## src/rtl/decode_issue_stage.sv

```systemverilog
// rtl/decode_issue_stage.sv - buffered decode/issue stage with pending-write scoreboard
// Optional writeback bypass of single-pending sources: define DECODE_WB_BYPASS_EN.
module decode_issue_stage #(
  parameter int XLEN               = 64,
  parameter int INSTRUCTION_LENGTH = XLEN/2,
  parameter int REGISTER_SIZE      = 5,
  parameter int QUEUE_DEPTH        = 4,
  parameter int PEND_CNT_W         = 2
) (
  input  logic                          clk,
  input  logic                          rst,
  input  logic                          fd_valid,
  output logic                          fd_ready,
  input  logic [INSTRUCTION_LENGTH-1:0] fd_instruction,
  input  logic [XLEN-1:0]               fd_pc,
  output logic                          de_valid,
  input  logic                          de_ready,
  output logic [INSTRUCTION_LENGTH-1:0] de_instruction,
  output logic [XLEN-1:0]               de_pc,
  output logic [REGISTER_SIZE-1:0]      de_rs1_addr,
  output logic [REGISTER_SIZE-1:0]      de_rs2_addr,
  output logic [REGISTER_SIZE-1:0]      de_rd_addr,
  input  logic                          flush,
  input  logic                          wb_enable,
  input  logic [REGISTER_SIZE-1:0]      wb_addr,
  output logic [$clog2(QUEUE_DEPTH):0]  occupancy,
`ifdef DECODE_WB_BYPASS_EN
  output logic                          de_wb_bypass1,
  output logic                          de_wb_bypass2,
`endif
  output logic                          hazard_stall
);

  localparam int PTR_W = $clog2(QUEUE_DEPTH);
  localparam int OCC_W = PTR_W + 1;
  localparam int NREG  = 2**REGISTER_SIZE;
  localparam logic [PEND_CNT_W-1:0] CNT_MAX = '1;

  logic [INSTRUCTION_LENGTH-1:0] instr_q [QUEUE_DEPTH];
  logic [XLEN-1:0]               pc_q    [QUEUE_DEPTH];
  logic [PTR_W-1:0]              wr_ptr, rd_ptr;
  logic [PEND_CNT_W-1:0]         pend_cnt [NREG];

  logic head_present, push, pop, hazard;
  logic use_rs1, use_rs2, use_rd;
  logic rs1_busy, rs2_busy, rs1_byp, rs2_byp, rd_sat;

  assign fd_ready       = rst & (occupancy != OCC_W'(QUEUE_DEPTH));
  assign head_present   = (occupancy != '0);
  assign push           = fd_valid & fd_ready & ~flush;
  assign pop            = de_valid & de_ready;
  assign de_instruction = instr_q[rd_ptr];
  assign de_pc          = pc_q[rd_ptr];

  always_comb begin
    use_rs1 = 1'b0;
    use_rs2 = 1'b0;
    use_rd  = 1'b0;
    case (de_instruction[6:0])
      7'b0110011, 7'b0111011: begin
        use_rs1 = 1'b1;
        use_rs2 = 1'b1;
        use_rd  = 1'b1;
      end
      7'b0010011, 7'b0011011, 7'b0000011, 7'b1100111: begin
        use_rs1 = 1'b1;
        use_rd  = 1'b1;
      end
      7'b0100011, 7'b1100011: begin
        use_rs1 = 1'b1;
        use_rs2 = 1'b1;
      end
      7'b0110111, 7'b0010111, 7'b1101111: use_rd = 1'b1;
      default: ;
    endcase
  end

  assign de_rs1_addr = use_rs1 ? de_instruction[15 +: REGISTER_SIZE] : '0;
  assign de_rs2_addr = use_rs2 ? de_instruction[20 +: REGISTER_SIZE] : '0;
  assign de_rd_addr  = use_rd  ? de_instruction[7  +: REGISTER_SIZE] : '0;

  // pend_cnt[0] is held at 0, so unused fields (address 0) never raise a hazard
  assign rs1_busy = (pend_cnt[de_rs1_addr] != '0);
  assign rs2_busy = (pend_cnt[de_rs2_addr] != '0);
  assign rd_sat   = (pend_cnt[de_rd_addr] == CNT_MAX);

`ifdef DECODE_WB_BYPASS_EN
  assign rs1_byp = wb_enable & (wb_addr == de_rs1_addr) & (pend_cnt[de_rs1_addr] == PEND_CNT_W'(1));
  assign rs2_byp = wb_enable & (wb_addr == de_rs2_addr) & (pend_cnt[de_rs2_addr] == PEND_CNT_W'(1));
  assign de_wb_bypass1 = rs1_byp;
  assign de_wb_bypass2 = rs2_byp;
`else
  assign rs1_byp = 1'b0;
  assign rs2_byp = 1'b0;
`endif

  assign hazard       = (rs1_busy & ~rs1_byp) | (rs2_busy & ~rs2_byp) | rd_sat;
  assign de_valid     = head_present & ~hazard & ~flush;
  assign hazard_stall = head_present & hazard & ~flush;

  always_ff @(posedge clk) begin
    if (push) begin
      instr_q[wr_ptr] <= fd_instruction;
      pc_q[wr_ptr]    <= fd_pc;
    end
  end

  always_ff @(posedge clk or negedge rst) begin
    if (!rst) begin
      wr_ptr    <= '0;
      rd_ptr    <= '0;
      occupancy <= '0;
    end else if (flush) begin
      wr_ptr    <= '0;
      rd_ptr    <= '0;
      occupancy <= '0;
    end else begin
      if (push) wr_ptr <= wr_ptr + PTR_W'(1);
      if (pop)  rd_ptr <= rd_ptr + PTR_W'(1);
      occupancy <= occupancy + OCC_W'(push) - OCC_W'(pop);
    end
  end

  // Flush leaves counters alone: instructions already issued still write back
  always_ff @(posedge clk or negedge rst) begin
    if (!rst) begin
      for (int r = 0; r < NREG; r++) pend_cnt[r] <= '0;
    end else begin
      for (int r = 1; r < NREG; r++) begin
        if (pop && (de_rd_addr == REGISTER_SIZE'(r)) && !(wb_enable && (wb_addr == REGISTER_SIZE'(r))))
          pend_cnt[r] <= pend_cnt[r] + PEND_CNT_W'(1);
        else if (!(pop && (de_rd_addr == REGISTER_SIZE'(r))) && wb_enable &&
                 (wb_addr == REGISTER_SIZE'(r)) && (pend_cnt[r] != '0))
          pend_cnt[r] <= pend_cnt[r] - PEND_CNT_W'(1);
      end
    end
  end

endmodule

```

## config.mk

```make
export PLATFORM = sky130hd
export DESIGN_NAME = decode_issue_stage
export DESIGN_NICKNAME = d
export VERILOG_FILES = /design/src/rtl/decode_issue_stage.sv
export SDC_FILE = /design/constraint.sdc
export NUM_CORES = 1
export LEC_CHECK = 0
export BUFFER_PORTS_ARGS = -buffer_cell sky130_fd_sc_hd__clkbuf_2
export CAP_MARGIN = 25
export CELL_PAD_IN_SITES_DETAIL_PLACEMENT = 2
export CELL_PAD_IN_SITES_GLOBAL_PLACEMENT = 2
export CORE_MARGIN = 5
export CORE_UTILIZATION = 39
export CTS_CLUSTER_SIZE = 20
export DETAILED_ROUTE_END_ITERATION = 10
export PLACE_DENSITY = 0.85
export RECOVER_POWER = 50
export SYNTH_ARGS = -nofsm -noshare
export SYNTH_HDL_FRONTEND = slang
export SYNTH_SLANG_ARGS = --single-unit
```

## constraint.sdc

```tcl
create_clock -name clk -period 7.4 [get_ports clk]
set_input_delay 0.74 -clock clk [delete_from_list [all_inputs] [get_ports clk]]
set_output_delay 0.74 -clock clk [all_outputs]
set_load 0.01 [all_outputs]
```

==> flow_results.xml <==
<?xml version="1.0" encoding="UTF-8"?>
<metrics>
  <group name="status">
    <metric name="run_status" unit="">complete, but fails checks</metric>
    <metric name="failed_checks" unit="">capacitance limit, slew limit</metric>
  </group>
  <group name="grt">
    <metric name="grt_max_degree" unit="">56</metric>
    <metric name="grt_first_pass_wirelength" unit="mm">107</metric>
    <metric name="antenna_violations_before_repair" unit="">12</metric>
    <metric name="number_of_global_route_vias_before_repair" unit="">14426</metric>
    <metric name="track_usage" unit="">0.261</metric>
    <metric name="globalRouteOverflowTotal" unit="">0</metric>
  </group>
  <group name="power_and_ir_drop">
    <metric name="p_per_area" unit="mW/mm^2">307</metric>
    <metric name="max-vdd-ir-drop" unit="mV">0.298</metric>
    <metric name="total_leakage_power" unit="uW">0.00803</metric>
  </group>
  <group name="synthesis">
    <metric name="synth_cell_types" unit="">81</metric>
    <metric name="post_synth_fa_ha_maj_area_fraction" unit="">0.00479</metric>
    <metric name="synth.area.mux_share" unit="">0.143</metric>
    <metric name="seq_area_frac_synth" unit="">0.668</metric>
    <metric name="synth-async-reset-ratio" unit="">0.152</metric>
    <metric name="yosys.area_share.xor_xnor" unit="">0.00839</metric>
    <metric name="postSynthCellCount" unit="">1240</metric>
    <metric name="simple_gate_area_share_of_the_yosys_netlist" unit="">0.0877</metric>
    <metric name="synth_top_family_by_area" unit="">multiplexers</metric>
    <metric name="yosys_most_used_dff" unit="">sky130_fd_sc_hd__edfxtp_1</metric>
    <metric name="syn-mean-instance-area" unit="sq um">16.0</metric>
    <metric name="number_of_synthesized_register_bits" unit="">453</metric>
    <metric name="synth-edff-count" unit="">384</metric>
    <metric name="synth_nets" unit="">1354</metric>
    <metric name="synth_compound_area_frac" unit="">0.0676</metric>
    <metric name="post_synth_instance_area" unit="sq mm">0.0198</metric>
    <metric name="synthesis.yosys.warnings" unit="">2</metric>
  </group>
  <group name="floorplanning">
    <metric name="design.die.area" unit="sq mm">0.0555</metric>
    <metric name="chipWidth" unit="um">236</metric>
    <metric name="floorplan.rows" unit="">82</metric>
    <metric name="initial_core_util" unit="">0.395</metric>
    <metric name="floorplan.core_area" unit="sq mm">0.0503</metric>
    <metric name="chipHeight" unit="um">236</metric>
    <metric name="boundaryPins" unit="">224</metric>
  </group>
  <group name="timing">
    <metric name="finalClockSkew" unit="ns">0.0295</metric>
    <metric name="final_count_of_negative_setup_slack_endpoints" unit="">0</metric>
    <metric name="final_max_slew_viol_count" unit="">293</metric>
    <metric name="final-hold-violation-count" unit="">0</metric>
    <metric name="fmaxAchievable" unit="MHz">164</metric>
    <metric name="relSlewSlack" unit="">-1.00</metric>
    <metric name="final.min_clock_period" unit="ns">6.09</metric>
    <metric name="worstMarginPinSlew" unit="ns">3.00</metric>
    <metric name="totalNegativeSetupSlack" unit="ns">0</metric>
    <metric name="grt_setup_unrepaired" unit="">no</metric>
    <metric name="period_share" unit="">0.823</metric>
  </group>
  <group name="critical_path">
    <metric name="cpLargestDelayFamily" unit="">simple AND/OR/NAND/NOR gates</metric>
    <metric name="endpoint_kind_of_the_worst_setup_timing_path" unit="">register</metric>
    <metric name="worstSetupPathType" unit="">in2reg</metric>
    <metric name="critical_path_required" unit="ns">7.61</metric>
    <metric name="timing.critical_path.fanout_max" unit="">54</metric>
    <metric name="critical_path_arrival" unit="ns">6.31</metric>
    <metric name="critical_path.cell_chain" unit="">clkbuf_1, a21boi_0, nand2_1, nor2_1, and2_1, buf_4</metric>
    <metric name="timing.critical_path.buf_inv" unit="">2</metric>
    <metric name="critical_path.reg2reg.startpoint" unit="">rd_ptr[0]</metric>
    <metric name="cpMaxStageDelayCell" unit="">sky130_fd_sc_hd__and2_1</metric>
    <metric name="setup.worst_path.start_class" unit="">input pin</metric>
    <metric name="timing.critical_path.slowest_cell_delay" unit="ns">2.22</metric>
    <metric name="startpoint" unit="">rst</metric>
  </group>
  <group name="clock_tree">
    <metric name="clock_insertion_delay_worst_skew" unit="ns">0.60</metric>
    <metric name="cts.sink_count" unit="">453</metric>
    <metric name="cts.clk_slew.worst_paths" unit="ns">0.07</metric>
    <metric name="ctsResizeCount" unit="">0</metric>
    <metric name="post-cts-setup-buffer-count" unit="">0</metric>
    <metric name="cts_inserted_buffers" unit="">49</metric>
    <metric name="cts_root_buf" unit="">sky130_fd_sc_hd__clkbuf_16</metric>
    <metric name="cts_hold_buf" unit="">0</metric>
    <metric name="cts_tree" unit="">built</metric>
    <metric name="cts.htree.levels" unit="">2</metric>
    <metric name="clk_path_buf_depth" unit="">3</metric>
  </group>
  <group name="drt">
    <metric name="vias" unit="">13323</metric>
    <metric name="route.final.wire_length" unit="mm">74.6</metric>
    <metric name="drcViolationCount" unit="">0</metric>
    <metric name="final_antenna_net_count" unit="">0</metric>
    <metric name="first_pass_iters" unit="">5</metric>
    <metric name="drt-vias-per-instance" unit="">6.11</metric>
    <metric name="detailedRoute.firstIterationViolations" unit="">1337</metric>
    <metric name="wire_per_inst" unit="um">34.2</metric>
  </group>
  <group name="place">
    <metric name="dp_cells" unit="">2085</metric>
    <metric name="dpl_cell_area" unit="sq mm">0.0216</metric>
    <metric name="place_hpwl" unit="mm">46.5</metric>
    <metric name="place_congestion" unit="">0.846</metric>
    <metric name="io_buffer_count" unit="">223</metric>
  </group>
  <group name="worst_hold_path">
    <metric name="worst_hold_startpoint" unit="">fd_pc[45]</metric>
    <metric name="min_path_type" unit="">in2reg</metric>
  </group>
  <group name="run">
    <metric name="drv_cap" unit="">6</metric>
  </group>
  <group name="finish">
    <metric name="final_cell_count_no_fill" unit="">2180</metric>
    <metric name="finish.net_count" unit="">1578</metric>
    <metric name="area_growth_syn_to_layout" unit="%">16.8</metric>
    <metric name="fraction_of_final_layout_cells_with_drive_strength_greater_than_1" unit="">0.235</metric>
    <metric name="finalInstanceArea" unit="sq mm">0.0232</metric>
    <metric name="num-fill-cells" unit="">4787</metric>
  </group>
</metrics>
==> state kept, by name, summed over array words and instances, names as in the netlist <==
signal	count
instr_q	128
pc_q	256
pend_cnt	62
occupancy	3
wr_ptr	2
rd_ptr	2
==> report_power, final <==
part / switching [uW] / total, uW / internal [uW]
sequential: 141 / 3010 / 2870
combinational: 875 / 1440 / 562
clock: 1140 / 2680 / 1540
total: 2150 / 7130 / 4970
==> cell type report <==
class	count	area, sq um	share of cell area
flip-flops and latches	453	13300	0.572
inverters	28	105	0.00453
clock buffers	65	1350	0.0582
diodes	3	7.51	0.000324
multi-input cells	699	6180	0.267
clock inverters	27	353	0.0152
well taps	672	841	0.0363
repair buffers	233	1080	0.0466
==> synth_stat cells, types with 5 or more instances <==
cell	instances	area, sq um
sky130_fd_sc_hd__xnor2_1	16	140
sky130_fd_sc_hd__nand2_1	55	206
sky130_fd_sc_hd__nor3_1	32	160
sky130_fd_sc_hd__o31a_1	7	61.3
sky130_fd_sc_hd__clkbuf_1	17	63.8
sky130_fd_sc_hd__dfrtp_1	69	1730
sky130_fd_sc_hd__nor4_1	11	68.8
sky130_fd_sc_hd__o31ai_1	5	37.5
sky130_fd_sc_hd__and2_1	12	75.1
sky130_fd_sc_hd__mux4_2	104	2340
sky130_fd_sc_hd__a211oi_1	13	97.6
sky130_fd_sc_hd__inv_1	28	105
sky130_fd_sc_hd__ha_1	6	75.1
sky130_fd_sc_hd__a21boi_0	11	82.6
sky130_fd_sc_hd__edfxtp_1	384	11500
sky130_fd_sc_hd__nor4_2	6	75.1
sky130_fd_sc_hd__nor3b_1	5	37.5
sky130_fd_sc_hd__buf_4	6	45.0
sky130_fd_sc_hd__buf_1	14	52.6
sky130_fd_sc_hd__buf_2	20	100
sky130_fd_sc_hd__or3_1	7	43.8
sky130_fd_sc_hd__nand2b_1	13	81.3
sky130_fd_sc_hd__mux2_2	13	146
sky130_fd_sc_hd__nor2_1	101	379
sky130_fd_sc_hd__nand3_1	23	115
sky130_fd_sc_hd__a21oi_1	28	140
sky130_fd_sc_hd__a2bb2oi_1	5	43.8
sky130_fd_sc_hd__and3_1	14	87.6
sky130_fd_sc_hd__o21ai_0	38	190
sky130_fd_sc_hd__or2_2	6	37.5
sky130_fd_sc_hd__a22oi_1	7	52.6
sky130_fd_sc_hd__o311a_1	6	60.1
sky130_fd_sc_hd__o21a_1	7	52.6
sky130_fd_sc_hd__nor2b_1	14	87.6
sky130_fd_sc_hd__o22a_1	9	78.8
sky130_fd_sc_hd__nand4_1	17	106
sky130_fd_sc_hd__mux2i_1	33	330
==> worst reg2reg max path, delay by kind of cell (launching register included) <==
kind	cells	cell delay [ns]
buffers and inverters	3	0.59
flip-flops	1	0.79
AND/OR/NAND/NOR	4	0.52
AO/OA/AOI/OAI	2	0.72
adder cells (fa/ha/maj)	3	0.93
multiplexers	3	1.69
XOR/XNOR	2	0.39
==> cells in the final DEF (no fill, tap or decap), types with 14 or more instances in the layout <==
master	n
sky130_fd_sc_hd__mux2i_1	33
sky130_fd_sc_hd__dfrtp_1	67
sky130_fd_sc_hd__mux4_2	104
sky130_fd_sc_hd__edfxtp_1	384
sky130_fd_sc_hd__inv_1	28
sky130_fd_sc_hd__nand2_1	55
sky130_fd_sc_hd__xnor2_1	16
sky130_fd_sc_hd__clkbuf_16	51
sky130_fd_sc_hd__nand3_1	23
sky130_fd_sc_hd__o21ai_0	38
sky130_fd_sc_hd__and3_1	14
sky130_fd_sc_hd__clkbuf_1	114
sky130_fd_sc_hd__nor2b_1	14
sky130_fd_sc_hd__nand4_1	17
sky130_fd_sc_hd__nor3_1	32
sky130_fd_sc_hd__nor2_1	101
sky130_fd_sc_hd__clkbuf_2	122
sky130_fd_sc_hd__a21oi_1	28
==> kinds of logic after synthesis <==
kind of cell               after synthesis
DFF                                    453
and+or+nand+nor                        336
AOI/OAI and AO/OA                      186
muxes                                  151
buffers and inverters                   88
xor gates and xnor gates                19
adders and majority gates                7
==> path summary, 6_finish.rpt <==
| path | end | slack (ns) | cells after the start |
|---|---|---|---|
| worst max-delay path | pc_q[3][52] | 1.31 | 6 |
| worst min-delay path | pc_q[2][45] | 0.41 | 1 |
| worst max register to register | occupancy[2] | 1.62 | 17 |
| worst min register to register | pend_cnt[20] | 0.50 | 1 |
| max in group asynchronous | rd_ptr[0] | 3.14 | 2 |
| min in group asynchronous | pend_cnt[54] | 0.70 | 1 |
==> metrics by stage <==
step / util / hold slack (ns) / power [uW] / setup slack (ns)
floorplan: - / 0.444 / 3890 / 3.15
global placement: 0.429 / 0.478 / 4350 / 2.13
detailed placement: 0.430 / 0.492 / 4450 / 1.91
CTS: 0.464 / 0.105 / 7170 / 1.70
global route: 0.461 / 0.412 / 7360 / 0.726
finish: 0.461 / 0.413 / 7130 / 1.31
==> routing by layer <==
layer | GRT usage | up-vias | wire length (um) | share of wire
met3 | 0.0807 | 114 | 6730 | 0.090
li1 | - | 5391 | - | -
met4 | 0.0653 | 12 | 2080 | 0.028
met2 | 0.444 | 675 | 37100 | 0.50
met1 | 0.329 | 7131 | 28600 | 0.38
met5 | 0 | - | 76 | 0.0010
No activity file was read; power rests on OpenSTA's default activity.
